<file path="src/rtl/wb_retire_buf.sv">
// wb_retire_buf: DEPTH-entry in-order retire buffer between MEM and the register file / CP0.
// Optional WB_PERF_CNT_EN instantiates the retired / stall performance counters.
module wb_retire_buf #(
  parameter int unsigned DEPTH  = 2,
  parameter int unsigned DATA_W = 32,
  parameter int unsigned WE_W   = 4,
  parameter int unsigned EXC_W  = 8
) (
  input  logic              clk,
  input  logic              reset,
  input  logic              ms_to_ws_valid,
  output logic              ws_allowin,
  input  logic [DATA_W-1:0] ms_pc,
  input  logic [WE_W-1:0]   ms_gr_we,
  input  logic [4:0]        ms_dest,
  input  logic [DATA_W-1:0] ms_result,
  input  logic [EXC_W-1:0]  ms_exc,
  input  logic              ms_mfc0,
  input  logic              ms_mtc0,
  input  logic              ms_bd,
  input  logic [4:0]        ms_c0_addr,
  input  logic [DATA_W-1:0] ms_badvaddr,
  input  logic              flush,
  input  logic [4:0]        hz_raddr0,
  input  logic [4:0]        hz_raddr1,
  output logic              hz_hit0,
  output logic              hz_hit1,
  output logic [WE_W-1:0]   rf_we,
  output logic [4:0]        rf_waddr,
  output logic [DATA_W-1:0] rf_wdata,
  output logic              c0_req,
  output logic [EXC_W+1:0]  c0_exception,
  output logic [4:0]        c0_addr,
  output logic [DATA_W-1:0] c0_wdata,
  output logic [DATA_W-1:0] c0_wb_pc,
  output logic [DATA_W-1:0] c0_badvaddr,
  output logic              c0_wb_bd,
  input  logic              c0_valid,
  input  logic [DATA_W-1:0] c0_res,
  output logic              ws_ex,
  output logic [DATA_W-1:0] debug_wb_pc,
  output logic [WE_W-1:0]   debug_wb_rf_wen,
  output logic [4:0]        debug_wb_rf_wnum,
  output logic [DATA_W-1:0] debug_wb_rf_wdata,
  output logic [31:0]       perf_retired,
  output logic [31:0]       perf_stall
);

  localparam int unsigned PtrW = $clog2(DEPTH);
  localparam int unsigned CntW = PtrW + 1;

  typedef struct packed {
    logic [DATA_W-1:0] pc;
    logic [WE_W-1:0]   gr_we;
    logic [4:0]        dest;
    logic [DATA_W-1:0] result;
    logic [EXC_W-1:0]  exc;
    logic              mfc0;
    logic              mtc0;
    logic              bd;
    logic [4:0]        c0_addr;
    logic [DATA_W-1:0] badvaddr;
  } entry_t;

  entry_t          entry_q [DEPTH];
  entry_t          head;
  entry_t          ms_entry;
  logic [PtrW-1:0] wr_ptr_q, wr_ptr_d;
  logic [PtrW-1:0] rd_ptr_q, rd_ptr_d;
  logic [CntW-1:0] count_q, count_d;
  logic            non_empty;
  logic            head_ready;
  logic            head_exc;
  logic            pop;
  logic            push;

  always_comb begin
    ms_entry          = '0;
    ms_entry.pc       = ms_pc;
    ms_entry.gr_we    = ms_gr_we;
    ms_entry.dest     = ms_dest;
    ms_entry.result   = ms_result;
    ms_entry.exc      = ms_exc;
    ms_entry.mfc0     = ms_mfc0;
    ms_entry.mtc0     = ms_mtc0;
    ms_entry.bd       = ms_bd;
    ms_entry.c0_addr  = ms_c0_addr;
    ms_entry.badvaddr = ms_badvaddr;
  end

  assign non_empty  = count_q != '0;
  assign head       = entry_q[rd_ptr_q];
  assign head_exc   = |head.exc;
  // An MFC0 head holds until CP0 answers.
  assign head_ready = non_empty && (!head.mfc0 || c0_valid);
  assign pop        = head_ready && !reset;
  assign ws_ex      = pop && head_exc;
  assign ws_allowin = count_q != CntW'(DEPTH);
  assign push       = ms_to_ws_valid && ws_allowin && !flush && !ws_ex;

  always_comb begin
    wr_ptr_d = wr_ptr_q;
    rd_ptr_d = rd_ptr_q;
    count_d  = count_q;
    if (flush || ws_ex) begin
      // Drop everything younger; the write pointer stays put.
      rd_ptr_d = wr_ptr_q;
      count_d  = '0;
    end else begin
      if (push) wr_ptr_d = wr_ptr_q + PtrW'(1);
      if (pop)  rd_ptr_d = rd_ptr_q + PtrW'(1);
      count_d = count_q + CntW'(push) - CntW'(pop);
    end
  end

  always_ff @(posedge clk) begin
    if (reset) begin
      wr_ptr_q <= '0;
      rd_ptr_q <= '0;
      count_q  <= '0;
    end else begin
      wr_ptr_q <= wr_ptr_d;
      rd_ptr_q <= rd_ptr_d;
      count_q  <= count_d;
    end
  end

  always_ff @(posedge clk) begin
    if (push) entry_q[wr_ptr_q] <= ms_entry;
  end

  always_comb begin
    rf_we       = '0;
    rf_waddr    = '0;
    rf_wdata    = '0;
    debug_wb_pc = '0;
    if (pop) begin
      rf_we       = head_exc ? '0 : head.gr_we;
      rf_waddr    = head.dest;
      rf_wdata    = head.mfc0 ? c0_res : head.result;
      debug_wb_pc = head.pc;
    end
  end

  assign debug_wb_rf_wen   = rf_we;
  assign debug_wb_rf_wnum  = rf_waddr;
  assign debug_wb_rf_wdata = rf_wdata;

  always_comb begin
    c0_req       = 1'b0;
    c0_exception = '0;
    c0_addr      = '0;
    c0_wdata     = '0;
    c0_wb_pc     = '0;
    c0_badvaddr  = '0;
    c0_wb_bd     = 1'b0;
    if (non_empty) begin
      c0_req       = head_exc || head.mfc0 || head.mtc0;
      c0_exception = {head.exc, head.mfc0, head.mtc0};
      c0_addr      = head.c0_addr;
      c0_wdata     = head.result;
      c0_wb_pc     = head.pc;
      c0_badvaddr  = head.badvaddr;
      c0_wb_bd     = head.bd;
    end
  end

  // Walk entries oldest-first from rd_ptr; only the first count_q slots are live.
  always_comb begin
    hz_hit0 = 1'b0;
    hz_hit1 = 1'b0;
    for (int unsigned k = 0; k < DEPTH; k++) begin
      automatic logic [PtrW-1:0] idx = rd_ptr_q + PtrW'(k);
      if ((CntW'(k) < count_q) && (|entry_q[idx].gr_we)) begin
        if (hz_raddr0 != 5'd0 && entry_q[idx].dest == hz_raddr0) hz_hit0 = 1'b1;
        if (hz_raddr1 != 5'd0 && entry_q[idx].dest == hz_raddr1) hz_hit1 = 1'b1;
      end
    end
  end

`ifdef WB_PERF_CNT_EN
  logic [31:0] perf_retired_q;
  logic [31:0] perf_stall_q;

  always_ff @(posedge clk) begin
    if (reset) begin
      perf_retired_q <= '0;
      perf_stall_q   <= '0;
    end else begin
      if (pop)                      perf_retired_q <= perf_retired_q + 32'd1;
      if (non_empty && !head_ready) perf_stall_q   <= perf_stall_q + 32'd1;
    end
  end

  assign perf_retired = perf_retired_q;
  assign perf_stall   = perf_stall_q;
`else
  assign perf_retired = '0;
  assign perf_stall   = '0;
`endif

endmodule

</file>
<file path="config.mk">
export PLATFORM = sky130hd
export DESIGN_NAME = wb_retire_buf
export DESIGN_NICKNAME = d
export VERILOG_FILES = /design/src/rtl/wb_retire_buf.sv
export SDC_FILE = /design/constraint.sdc
export NUM_CORES = 1
export LEC_CHECK = 0
export CAP_MARGIN = 40
export CORE_AREA = 5 5 178 180
export CTS_BUF_LIST = sky130_fd_sc_hd__clkbuf_2
export CTS_CLUSTER_DIAMETER = 80
export CTS_CLUSTER_SIZE = 25
export DETAILED_ROUTE_END_ITERATION = 10
export DIE_AREA = 0 0 183 185
export GPL_TIMING_DRIVEN = 0
export PLACE_DENSITY = 0.84
export SLEW_MARGIN = 20
export SYNTH_ARGS = -nofsm -noshare
export SYNTH_HDL_FRONTEND = slang
export SYNTH_SLANG_ARGS = --single-unit
</file>
<file path="constraint.sdc">
create_clock -name clk -period 20.5 [get_ports clk]
set_input_delay 2.05 -clock clk [delete_from_list [all_inputs] [get_ports clk]]
set_output_delay 2.05 -clock clk [all_outputs]
set_load 0.02 [all_outputs]
</file>
=== Word level (Yosys, flattened, before mapping) ===
Memories as Yosys holds them, arrays and structs flattened. A register that Yosys moved wholly into a read port is not among the register bits.
Cells that the tools add are included.

* Flip-flop bits (word level): 4
* Memory bits (writable): 242
* Logic and storage cells: 72
* Memories kept: 1

{| class="wikitable"
|+ Memory list
! memory !! depth !! width !! rd ports !! clocked after memory_dff !! write ports !! RTL line !! source
|-
| entry_q || 2 || 121 || 2 || 1 || 1 || 65 || <nowiki>entry_t entry_q [DEPTH];</nowiki>
|}

* Add/sub/neg operators: 4
* Magnitude comparators: 2
* Eq/ne operators: 5
* Muxes and demuxes: 27
* Bitwise operators: 1
* Reduce and logical (&&, ||, !) cells: 29

{| class="wikitable"
|+ Operators with widths
! operator !! number
|-
| 32-bit two-way mux || 6
|-
| 5-bit == test || 4
|-
| 1-bit two-way mux || 16
|-
| 1-bit logical AND || 12
|-
| 10-bit two-way mux || 1
|-
| 5-bit two-way mux || 2
|-
| 5-bit nonzero test || 2
|-
| 4-bit two-way mux || 2
|-
| 4-bit OR reduction || 2
|-
| 8-bit OR reduction || 1
|-
| 1-bit logical NOT || 4
|-
| 1-bit logical OR || 4
|-
| 1-bit by 2-bit less-than comparator with 1-bit output (first input constant) || 2
|-
| 2-bit nonzero test || 2
|-
| 1-bit adder (second input constant) || 2
|-
| 2-bit by 1-bit adder with 2-bit output || 1
|-
| 2-bit inequality test (second input constant) || 1
|-
| 2-bit AND reduction || 1
|-
| 2-bit OR reduction || 1
|-
| 2-bit by 1-bit subtractor with 2-bit output || 1
|-
| 1-bit NOT || 1
|}

=== Logic depth before layout (Yosys ltp) ===
Gate-level depths: netlist of the first run.

* Depth after elaboration: 9
* Mapped depth: 11

=== Least setup slack after synthesis of the first run ===
Ideal clock, no wire load.

* Path kind: input-to-reg
* Start: input port c0_valid
* End: memory entry_q[1][0] (netlist bit), enable pin
* Setup time: 915 ps
* Arrival time: 13962 ps
* Path slack: 5624 ps
* Stages: 3
* Buffers on the path: 0
* Cell sequence: o21bai_4 and4bb_4 nor4_1

* Cells in the longest elaborated chain, start to end: 8

{| class="wikitable"
|+ Ends and longest elaborated chain
! what !! RTL line !! source
|-
| from (decl) || 38 || <nowiki>input logic c0_valid,</nowiki>
|-
| 1-bit logical OR || 95 || <nowiki>assign head_ready = non_empty && (!head.mfc0 || c0_valid);</nowiki>
|-
| 1-bit logical AND || 95 ||
|-
| 1-bit logical AND || 96 || <nowiki>assign pop = head_ready && !reset;</nowiki>
|-
| 1-bit logical AND || 97 || <nowiki>assign ws_ex = pop && head_exc;</nowiki>
|-
| net ws_ex || 40 || <nowiki>output logic ws_ex,</nowiki>
|-
| 1-bit logical NOT || 99 || <nowiki>assign push = ms_to_ws_valid && ws_allowin && !flush && !ws_ex;</nowiki>
|-
| 1-bit logical AND || 99 ||
|-
| 1-bit two-way mux || 129 || <nowiki>if (push) entry_q[wr_ptr_q] <= ms_entry;</nowiki>
|-
| 1-bit two-way mux (implied by the code) || 129 ||
|-
| to (decl) || 65 ||
|}

The timed path passes the listed nets, and every way through them passes these cells.

=== Worst setup path after layout of the first run ===
* Start: input port reset
* End: output port rf_wdata[20]

* Cells in the longest elaborated chain, start to end: 3

{| class="wikitable"
|+ Ends and longest elaborated chain
! what !! RTL line !! source
|-
| from (decl) || 10 || <nowiki>input logic reset,</nowiki>
|-
| 1-bit logical NOT || 96 ||
|-
| 1-bit logical AND || 96 ||
|-
| 32-bit two-way mux || 137 || <nowiki>if (pop) begin</nowiki>
|-
| to (decl) || 30 || <nowiki>output logic [DATA_W-1:0] rf_wdata,</nowiki>
|}

No other way between the ends.

==> results of run 1 <==
[registers in the layout, indices dropped and copies added, names as in the netlist, named ones only]
name / count
wr_ptr_q: 1
rd_ptr_q: 1
entry_q: 242
count_q: 2
[final cells by class]
type / count / area share
inverters: 3 / 0.000691
clock inverters: 6 / 0.00537
plain buffers: 150 / 0.0602
repair buffers: 426 / 0.261
well taps: 396 / 0.0304
clock buffers: 16 / 0.00491
diodes: 1 / 0.000153
flip-flops and latches: 247 / 0.452
multi-input cells: 481 / 0.186
[critical path, stage by stage]
cell and delay (ns):
clkdlybuf4s50_1 0.51, o21bai_4 0.29, or2_1 0.29, buf_2 0.23
buf_2 0.23, a211oi_1 0.40, buf_4 0.19, clkdlybuf4s50_1 0.63
[worst max path at each step]
stage               startpoint  cells after the start  slack (ns)             end
finish                   reset                      8       13.62    rf_wdata[20]
global route             reset                      8       13.55     rf_wdata[5]
CTS                      reset                      8       13.64     rf_wdata[5]
detailed placement       reset                      8       13.66     rf_wdata[5]
global placement         reset                      4       -1.23  entry_q[1][10]
floorplan             c0_valid                      3        5.62   entry_q[1][0]
[routing by layer]
layer,vias to the layer above,part of all wire
met1,3976,0.37
li1,3816,-
met2,439,0.51
met5,-,0.0017
met3,54,0.098
met4,8,0.018
[power groups by stage]
stage               Clock (mW)  Sequential, mW  Combinational, mW
floorplan                    0           0.594             0.0866
finish                   0.195           0.580              0.178
detailed placement           0           0.590              0.177
CTS                      0.203           0.580              0.178
global placement             0           0.597              0.167
global route             0.220           0.581              0.188
[cell families after synthesis]
logic type                 Yosys count  share of synthesized area
AOI/OAI and AO/OA                   40                     0.0276
xor gates and xnor gates            22                     0.0173
other                                1                   0.000337
DFF                                247                      0.661
muxes                              126                      0.114
and+or+nand+nor                    227                     0.0875
buffers and inverters              153                     0.0892
adders and majority gates            2                    0.00225
[cell usage after synthesis (2+ instances only)]
cell,number
nor4_1,9
or3_1,2
clkbuf_1,16
nand3_1,2
xnor2_1,9
nor3_1,35
ha_1,2
xor2_1,13
inv_1,3
nor2_1,160
nand2_1,6
o21ai_0,2
a211oi_1,33
edfxtp_1,242
nand3b_1,2
mux2i_1,125
dfxtp_1,5
buf_1,11
buf_4,106
buf_2,17
nand4_1,6
[stage by stage]
step | TNS, ns | area, sq um | hold slack [ns] | utilization | std cells
2_1_floorplan | 0 | 11400 | 0.508 | - | 881
3_3_place_gp | -146.51 | 15900 | 0.542 | 0.528 | 1675
3_5_place_dp | 0 | 16100 | 0.608 | 0.537 | 1703
4_1_cts | 0 | 16300 | 0.631 | 0.543 | 1725
5_1_grt | 0 | 16300 | 0.664 | 0.543 | 1726
6_report | 0 | 16300 | 0.629 | 0.543 | 1726
==> flow_summary_export.csv, run 1 <==
group,metric,value,unit
routing,drc,0,
global_routing,grt.busiest_layer,"met2",
timing,min_period_over_period,0.336,
pwr,switching_share,0.258,
layout,most-common-layout-cells,"398 x clkdlybuf4s50_1, 242 x edfxtp_1, 159 x nor2_1",
worst_setup_path,start_kind,"input pin",
routing,detail-route-antenna-nets,0,
layout,fillers,2468,
pwr,pwr-share-seq,0.609,
pwr,power_density,58.4,mW/mm^2
cts,clkSinkCount,247,
worst_setup_path,r2r_cells,12,
routing,dr_total_vias,8293,
timing,drv_slew,0,
cts,ctsHoldBuffers,0,
placed_design,dpl.hpwl,28600,microns
global_routing,grt_max_degree,27,
flow_run,drv_cap,0,
global_routing,grt_pass1_vias,8713,
pwr,p_total,0.952,mW
outcome,status,"completed",
global_routing,grt_use_met3,0.0617,
worst_setup_path,r2r_end,"entry_q[1][10]",
cts,clockRootBuffer,"clkbuf_2",
cts,cts_tree,"built",
pwr,p_comb_frac,0.186,
global_routing,antenna_found_initial,6,
layout,mostFrequentLayoutCell,"clkdlybuf4s50_1",
synth,seq_area_frac_synth,0.661,
timing,fin_skew,0.0654,ns
die,core,0.0300,sq mm
cts,clock_path_buffers,3,
worst_hold_path,hold_path.class,"reg2reg",
pwr,power.internal,0.706,mW
cts,clk_pin_slew,0.43,ns
cts,cts_resized,0,
synth,ys_async_sr_fraction,0,
worst_hold_path,hold_depth,2,
layout,finalNetCount,1493,
global_routing,grt_first_pass_wirelength,51100,microns
worst_hold_path,holdPathEnd,"rd_ptr_q",
synth,synthesis.area,0.0111,sq mm
synth,avgSynthCellArea,13.6,sq um
global_routing,use_met1,0.226,
timing,setup_slack,13.62,ns
timing,rsz0062_at_grt,"false",
synth,ys_top_cells_by_area,"edfxtp_1 65%, mux2i_1 11%, buf_4 7.1%",
pwr,clockPowerShare,0.205,
timing,hold_viol_final,0,
placed_design,port_buffers,398,
timing,tightest_slew,0.794,ns
die,initial_core_util,0.371,
worst_hold_path,min-delay-start,"wr_ptr_q",
synth,synth_edf_count,242,
synth,synth.distinct_cells,33,
cts,insertion_delay,0.82,ns
synth,synth_cells,818,
pwr,p_sw,0.246,mW
routing,routed_wl,35500,microns
die,ios,463,
worst_setup_path,cp-end-kind,"primary output",
worst_setup_path,regToRegSetupSlack,16.68,ns
layout,area_growth,46.4,%
timing,fin_crit,6.88,ns
global_routing,track_usage,0.196,
routing,drtPass1Iterations,4,
pwr,worst_ir_drop_vdd,0.0674,mV
synth,synth.yosys.warnings,0,
cts,cts_made_buffers,14,
synth,synth_area_leader_cell,"edfxtp_1",
global_routing,overflow,0,
cts,postCtsSetupBuffers,0,
layout,final-seq-area,0.00737,sq mm
layout,multi_input_area,0.00303,sq mm
die,die_w,183,microns
timing,setup_viol,0,
placed_design,gp_congestion,0.876,
pwr,leakage,5.67,nW
die,rows,64,
routing,vias_per_cell,4.80,
worst_setup_path,crit_required,18.45,ns
cts,h-tree-depth,1,
global_routing,met2_usage,0.357,
routing,wl_per_cell,20.5,microns
timing,max_slew_margin,0.471,
layout,drive_gt1_frac,0.134,
timing,fmax,145,MHz
die,dieArea,0.0339,sq mm
routing,drt_first_iter_violations,487,
worst_setup_path,arrival,4.83,ns
synth,synth_top_area_frac,0.652,
worst_setup_path,path_max_fanout,10,
synth,ys_ff_latch,247,
worst_setup_path,crit_type,"in2out",
die,die_h,185,microns
synth,synth-main-ff-cell,"edfxtp_1",
placed_design,dp_worst_setup_slack,13.66,ns
Note: power is estimated with default switching activity, not from simulation.
==> run 2, diff against run 1 <==
clock period = 6.7 ns   (was 20.5 ns; I/O delays follow)
==> flow_summary_export.csv, run 2 (synthesis gave the netlist of run 1 again) <==
group,metric,value,unit
global_routing,overflow,0,
pwr,power.internal,2.12,mW
cts,insertion_delay,0.82,ns
cts,cts_made_buffers,14,
pwr,worst_ir_drop_vdd,0.175,mV
layout,drive_gt1_frac,0.129,
worst_hold_path,hold_path.class,"in2reg",
routing,drt_first_iter_violations,445,
pwr,clockPowerShare,0.193,
routing,drtPass1Iterations,4,
placed_design,port_buffers,398,
timing,fin_crit,4.64,ns
cts,postCtsSetupBuffers,0,
global_routing,grt_max_degree,27,
timing,fmax,215,MHz
pwr,power_density,176,mW/mm^2
pwr,pwr-share-seq,0.618,
worst_setup_path,arrival,3.97,ns
layout,top_register,"entry_q",
die,core,0.0300,sq mm
outcome,status,"completed",
worst_setup_path,path_max_fanout,10,
pwr,p_sw,0.746,mW
die,die_h,185,microns
timing,fin_setup_tns,0,ns
die,ios,463,
global_routing,track_usage,0.192,
routing,dr_total_vias,8158,
routing,drc,0,
placed_design,gp_congestion,0.894,
die,die_w,183,microns
worst_setup_path,crit_required,6.03,ns
worst_setup_path,start_kind,"flip-flop",
timing,setup_viol,0,
timing,fin_skew,0.0303,ns
cts,clock_path_buffers,3,
die,initial_core_util,0.371,
die,dieArea,0.0339,sq mm
cts,cts_resized,0,
die,rows,64,
layout,largest_reg_flops,242,
worst_setup_path,cp-end-kind,"primary output",
timing,min_period_over_period,0.693,
global_routing,grt_pass1_vias,8597,
timing,hold_viol_final,0,
worst_setup_path,crit_type,"reg2out",
cts,h-tree-depth,1,
cts,clkSinkCount,247,
pwr,leakage,5.62,nW
pwr,p_comb_frac,0.189,
layout,most-common-layout-cells,"398 x clkdlybuf4s50_1, 242 x edfxtp_1, 159 x nor2_1",
layout,finalNetCount,1487,
global_routing,grt_first_pass_wirelength,50100,microns
global_routing,antenna_found_initial,3,
placed_design,dpl.hpwl,28000,microns
timing,rsz0062_at_grt,"false",
layout,reg.largest.list,"entry_q (242), count_q (2)",
worst_setup_path,r2r_cells,12,
cts,cts_tree,"built",
cts,ctsHoldBuffers,0,
routing,routed_wl,34800,microns
pwr,switching_share,0.260,
flow_run,drv_cap,0,
routing,detail-route-antenna-nets,0,
cts,clockRootBuffer,"clkbuf_2",
layout,area_growth,46.5,%
timing,tightest_slew,0.727,ns
timing,max_slew_margin,0.502,
layout,mostFrequentLayoutCell,"clkdlybuf4s50_1",
pwr,p_total,2.87,mW
cts,clk_pin_slew,0.40,ns
routing,wl_per_cell,20.2,microns
timing,drv_slew,0,
worst_setup_path,regToRegSetupSlack,3.11,ns
worst_hold_path,hold_depth,1,
routing,vias_per_cell,4.74,
## run 2: worst max-delay path: stages (launching register included)
cell and delay (ns):
dfxtp_1 0.40, buf_4 0.18, mux2i_4 0.36, o21bai_4 0.16, or2_1 0.28, clkbuf_1 0.29, a211oi_1 0.52, buf_2 0.25
buf_4 0.11, clkdlybuf4s50_1 0.60
## run 2: per-layer routing
metal | track usage | up-vias | routed length [microns]
met5 | 0 | - | 13
met4 | 0.0450 | 2 | 746
met3 | 0.0540 | 50 | 3320
met2 | 0.357 | 409 | 17900
met1 | 0.219 | 3903 | 12800
li1 | - | 3794 | -
## run 2: power groups by stage
stage / clock network (mW) / logic, mW / registers, mW
finish: 0.554 / 0.541 / 1.77
global route: 0.632 / 0.575 / 1.78
global placement: 0 / 0.511 / 1.81
floorplan: 0 / 0.266 / 1.81
CTS: 0.578 / 0.542 / 1.77
detailed placement: 0 / 0.540 / 1.81
## run 2: area by class of cell
type	instances	area, sq um
fill	2408	13700
antenna	3	7.51
inverter	3	11.3
clock inverter	6	65.1
sequential	247	7370
clock buffer	16	80.1
timing repair buffer	420	4270
tap	396	495
buffer	150	982
multi-input combinational	481	3040
## run 2: worst paths after layout
check | startpoint | endpoint
worst min-delay path | ms_pc[10] | entry_q[0][99]
worst max register to register | flip-flop | entry_q[1][77]
worst max-delay path | flip-flop | rf_wdata[14]
worst min register to register | wr_ptr_q | rd_ptr_q
## run 2: stage by stage
| step | instances | cell area, sq um | util | worst slack (ns) | hold WS [ns] |
|---|---|---|---|---|---|
| 2_1_floorplan | 881 | 11400 | - | 1.21 | 0.519 |
| 3_3_place_gp | 1675 | 15900 | 0.529 | -1.63 | 0.559 |
| 3_5_place_dp | 1697 | 16200 | 0.538 | 2.46 | 0.600 |
| 4_1_cts | 1719 | 16300 | 0.543 | 1.83 | 0.262 |
| 5_1_grt | 1721 | 16300 | 0.543 | 1.82 | 0.213 |
| 6_report | 1722 | 16300 | 0.543 | 2.06 | 0.359 |
==> run 3, diff against run 2 <==
PLACE_DENSITY = 0.86   (was 0.84)
clock period = 4.2 ns   (was 6.7 ns; I/O delays follow)
==> flow_summary_export.csv, run 3 (synthesis gave the netlist of run 1 again) <==
group,metric,value,unit
worst_setup_path,crit_type,"reg2out",
timing,setup_slack,0.183,ns
worst_setup_path,path_max_fanout,10,
worst_hold_path,hold_depth,1,
global_routing,overflow,0,
cts,cts_made_buffers,14,
pwr,p_sw,1.25,mW
placed_design,dpl.hpwl,28900,microns
pwr,leakage,6.41,nW
routing,wl_per_cell,21.6,microns
layout,mostFrequentLayoutCell,"clkdlybuf4s50_1",
timing,setup_viol,0,
cts,insertion_delay,0.91,ns
die,rows,64,
outcome,status,"completed",
routing,top_layer,"met5",
flow_run,drv_cap,0,
placed_design,gp_congestion,0.971,
pwr,switching_share,0.270,
die,dieArea,0.0339,sq mm
die,initial_core_util,0.371,
cts,cts_tree,"built",
worst_setup_path,critPathBufInv,4,
timing,min_period_over_period,0.956,
routing,drt-met1-wl,13900,microns
global_routing,antenna_found_initial,3,
layout,drive_gt1_frac,0.151,
global_routing,grt_first_pass_wirelength,55100,microns
pwr,power.internal,3.38,mW
timing,fin_crit,4.02,ns
pwr,p_total,4.63,mW
routing,detail-route-antenna-nets,0,
global_routing,grt_max_degree,27,
cts,clk_pin_slew,0.42,ns
layout,fin_util,0.570,
timing,tightest_slew,0.688,ns
pwr,clockPowerShare,0.183,
routing,wl_met2,19400,microns
layout,area_growth,53.7,%
routing,routed_wl,38400,microns
layout,largest_reg_flops,242,
die,die_w,183,microns
die,core,0.0300,sq mm
cts,clock_path_buffers,3,
worst_setup_path,r2r_cells,13,
die,ios,463,
worst_setup_path,crit_required,3.78,ns
placed_design,dpl_cell_area,0.0162,sq mm
layout,fin_cells,1781,
layout,most-common-layout-cells,"355 x clkdlybuf4s50_1, 242 x edfxtp_1, 159 x nor2_1",
worst_hold_path,hold_path.class,"in2reg",
pwr,p_comb_frac,0.205,
worst_setup_path,path_cells,"buf_6 > mux2i_4 > o21bai_4 > or2_1 > clkbuf_4 > buf_4 > a211oi_2 > clkdlybuf4s50_1",
routing,drtPass1Iterations,5,
worst_setup_path,critical-path-max-stage-delay,0.66,ns
die,die_h,185,microns
worst_setup_path,start_kind,"flip-flop",
layout,top_register,"entry_q",
layout,fin_area,0.0171,sq mm
placed_design,dp_worst_setup_slack,0.365,ns
layout,reg.largest.list,"entry_q (242), count_q (2)",
routing,vias_per_cell,4.89,
worst_setup_path,critPathTopFamily,"buffers and inverters",
timing,fmax,249,MHz
timing,max_slew_margin,0.541,
cts,clockRootBuffer,"clkbuf_2",
worst_setup_path,slowest_stage,"clkdlybuf4s50_1",
cts,clkSinkCount,247,
worst_setup_path,arrival,3.60,ns
routing,drt_first_iter_violations,392,
pwr,power_density,270,mW/mm^2
timing,drv_slew,0,
layout,finalNetCount,1547,
timing,fin_skew,0.131,ns
placed_design,port_buffers,398,
global_routing,track_usage,0.211,
pwr,pwr-share-seq,0.612,
routing,wl_met3,3810,microns
placed_design,place_inst,1695,
global_routing,grt_pass1_vias,9257,
pwr,worst_ir_drop_vdd,0.306,mV
timing,hold_viol_final,0,
worst_setup_path,cp-end-kind,"primary output",
worst_setup_path,cp.depth,8,
routing,drc,0,
routing,dr_total_vias,8717,
cts,h-tree-depth,1,
[run 3: repair_timing]
action / CTS / global route
endpoints found under the hold margin: 97 / 15
resized for setup: 51 / 49
buffers inserted: 2 / 0
gates cloned: 0 / 0
hold buffers: 52 / 8
pin swaps: 1 / 0
setup endpoints to repair: 86 / 49
[run 3: power by group through the flow]
stage	registers, mW	clock network, mW	logic (mW)
detailed placement	2.88	0	0.870
floorplan	2.88	0	0.425
finish	2.83	0.848	0.948
global placement	2.89	0	0.824
global route	2.84	0.955	1.00
CTS	2.83	0.876	0.925
[run 3: final timing paths]
kind                                 from                   end  slack, ns
worst max-delay path            flip-flop  debug_wb_rf_wdata[2]       0.18
worst min-delay path            ms_pc[13]       entry_q[0][102]       0.11
worst max register to register  flip-flop        entry_q[1][17]       0.54
worst min register to register   wr_ptr_q             flip-flop       0.58
[run 3: area by class of cell]
class	instances	area [sq um]
clock buffer	17	85.1
antenna	3	7.51
multi-input combinational	481	3190
sequential	247	7370
buffer	150	1020
inverter	3	11.3
fill	2285	12900
tap	396	495
clock inverter	4	36.3
timing repair buffer	480	4910
[run 3: worst register-to-register path: cells and delay by family, from the launching register on]
| family | cells | cell delay (ns) |
|---|---|---|
| DFF | 1 | 0.41 |
| muxes | 1 | 0.20 |
| and+or+nand+nor | 2 | 0.79 |
| buffers and inverters | 9 | 1.64 |
| AOI/OAI and AO/OA | 1 | 0.30 |
[run 3: metal layers]
| metal | track usage | vias to the layer above |
|---|---|---|
| met5 | 0 | - |
| met3 | 0.0640 | 77 |
| met2 | 0.374 | 505 |
| li1 | - | 3926 |
| met1 | 0.243 | 4207 |
| met4 | 0.0739 | 2 |
[run 3: metrics by stage]
step | hold slack [ns] | TNS (ns)
2_1_floorplan | 0.496 | -149.88
5_1_grt | 0.0105 | -0.0318
3_5_place_dp | 0.591 | 0
3_3_place_gp | 0.576 | -571.48
6_report | 0.113 | 0
4_1_cts | 0.000667 | -0.576
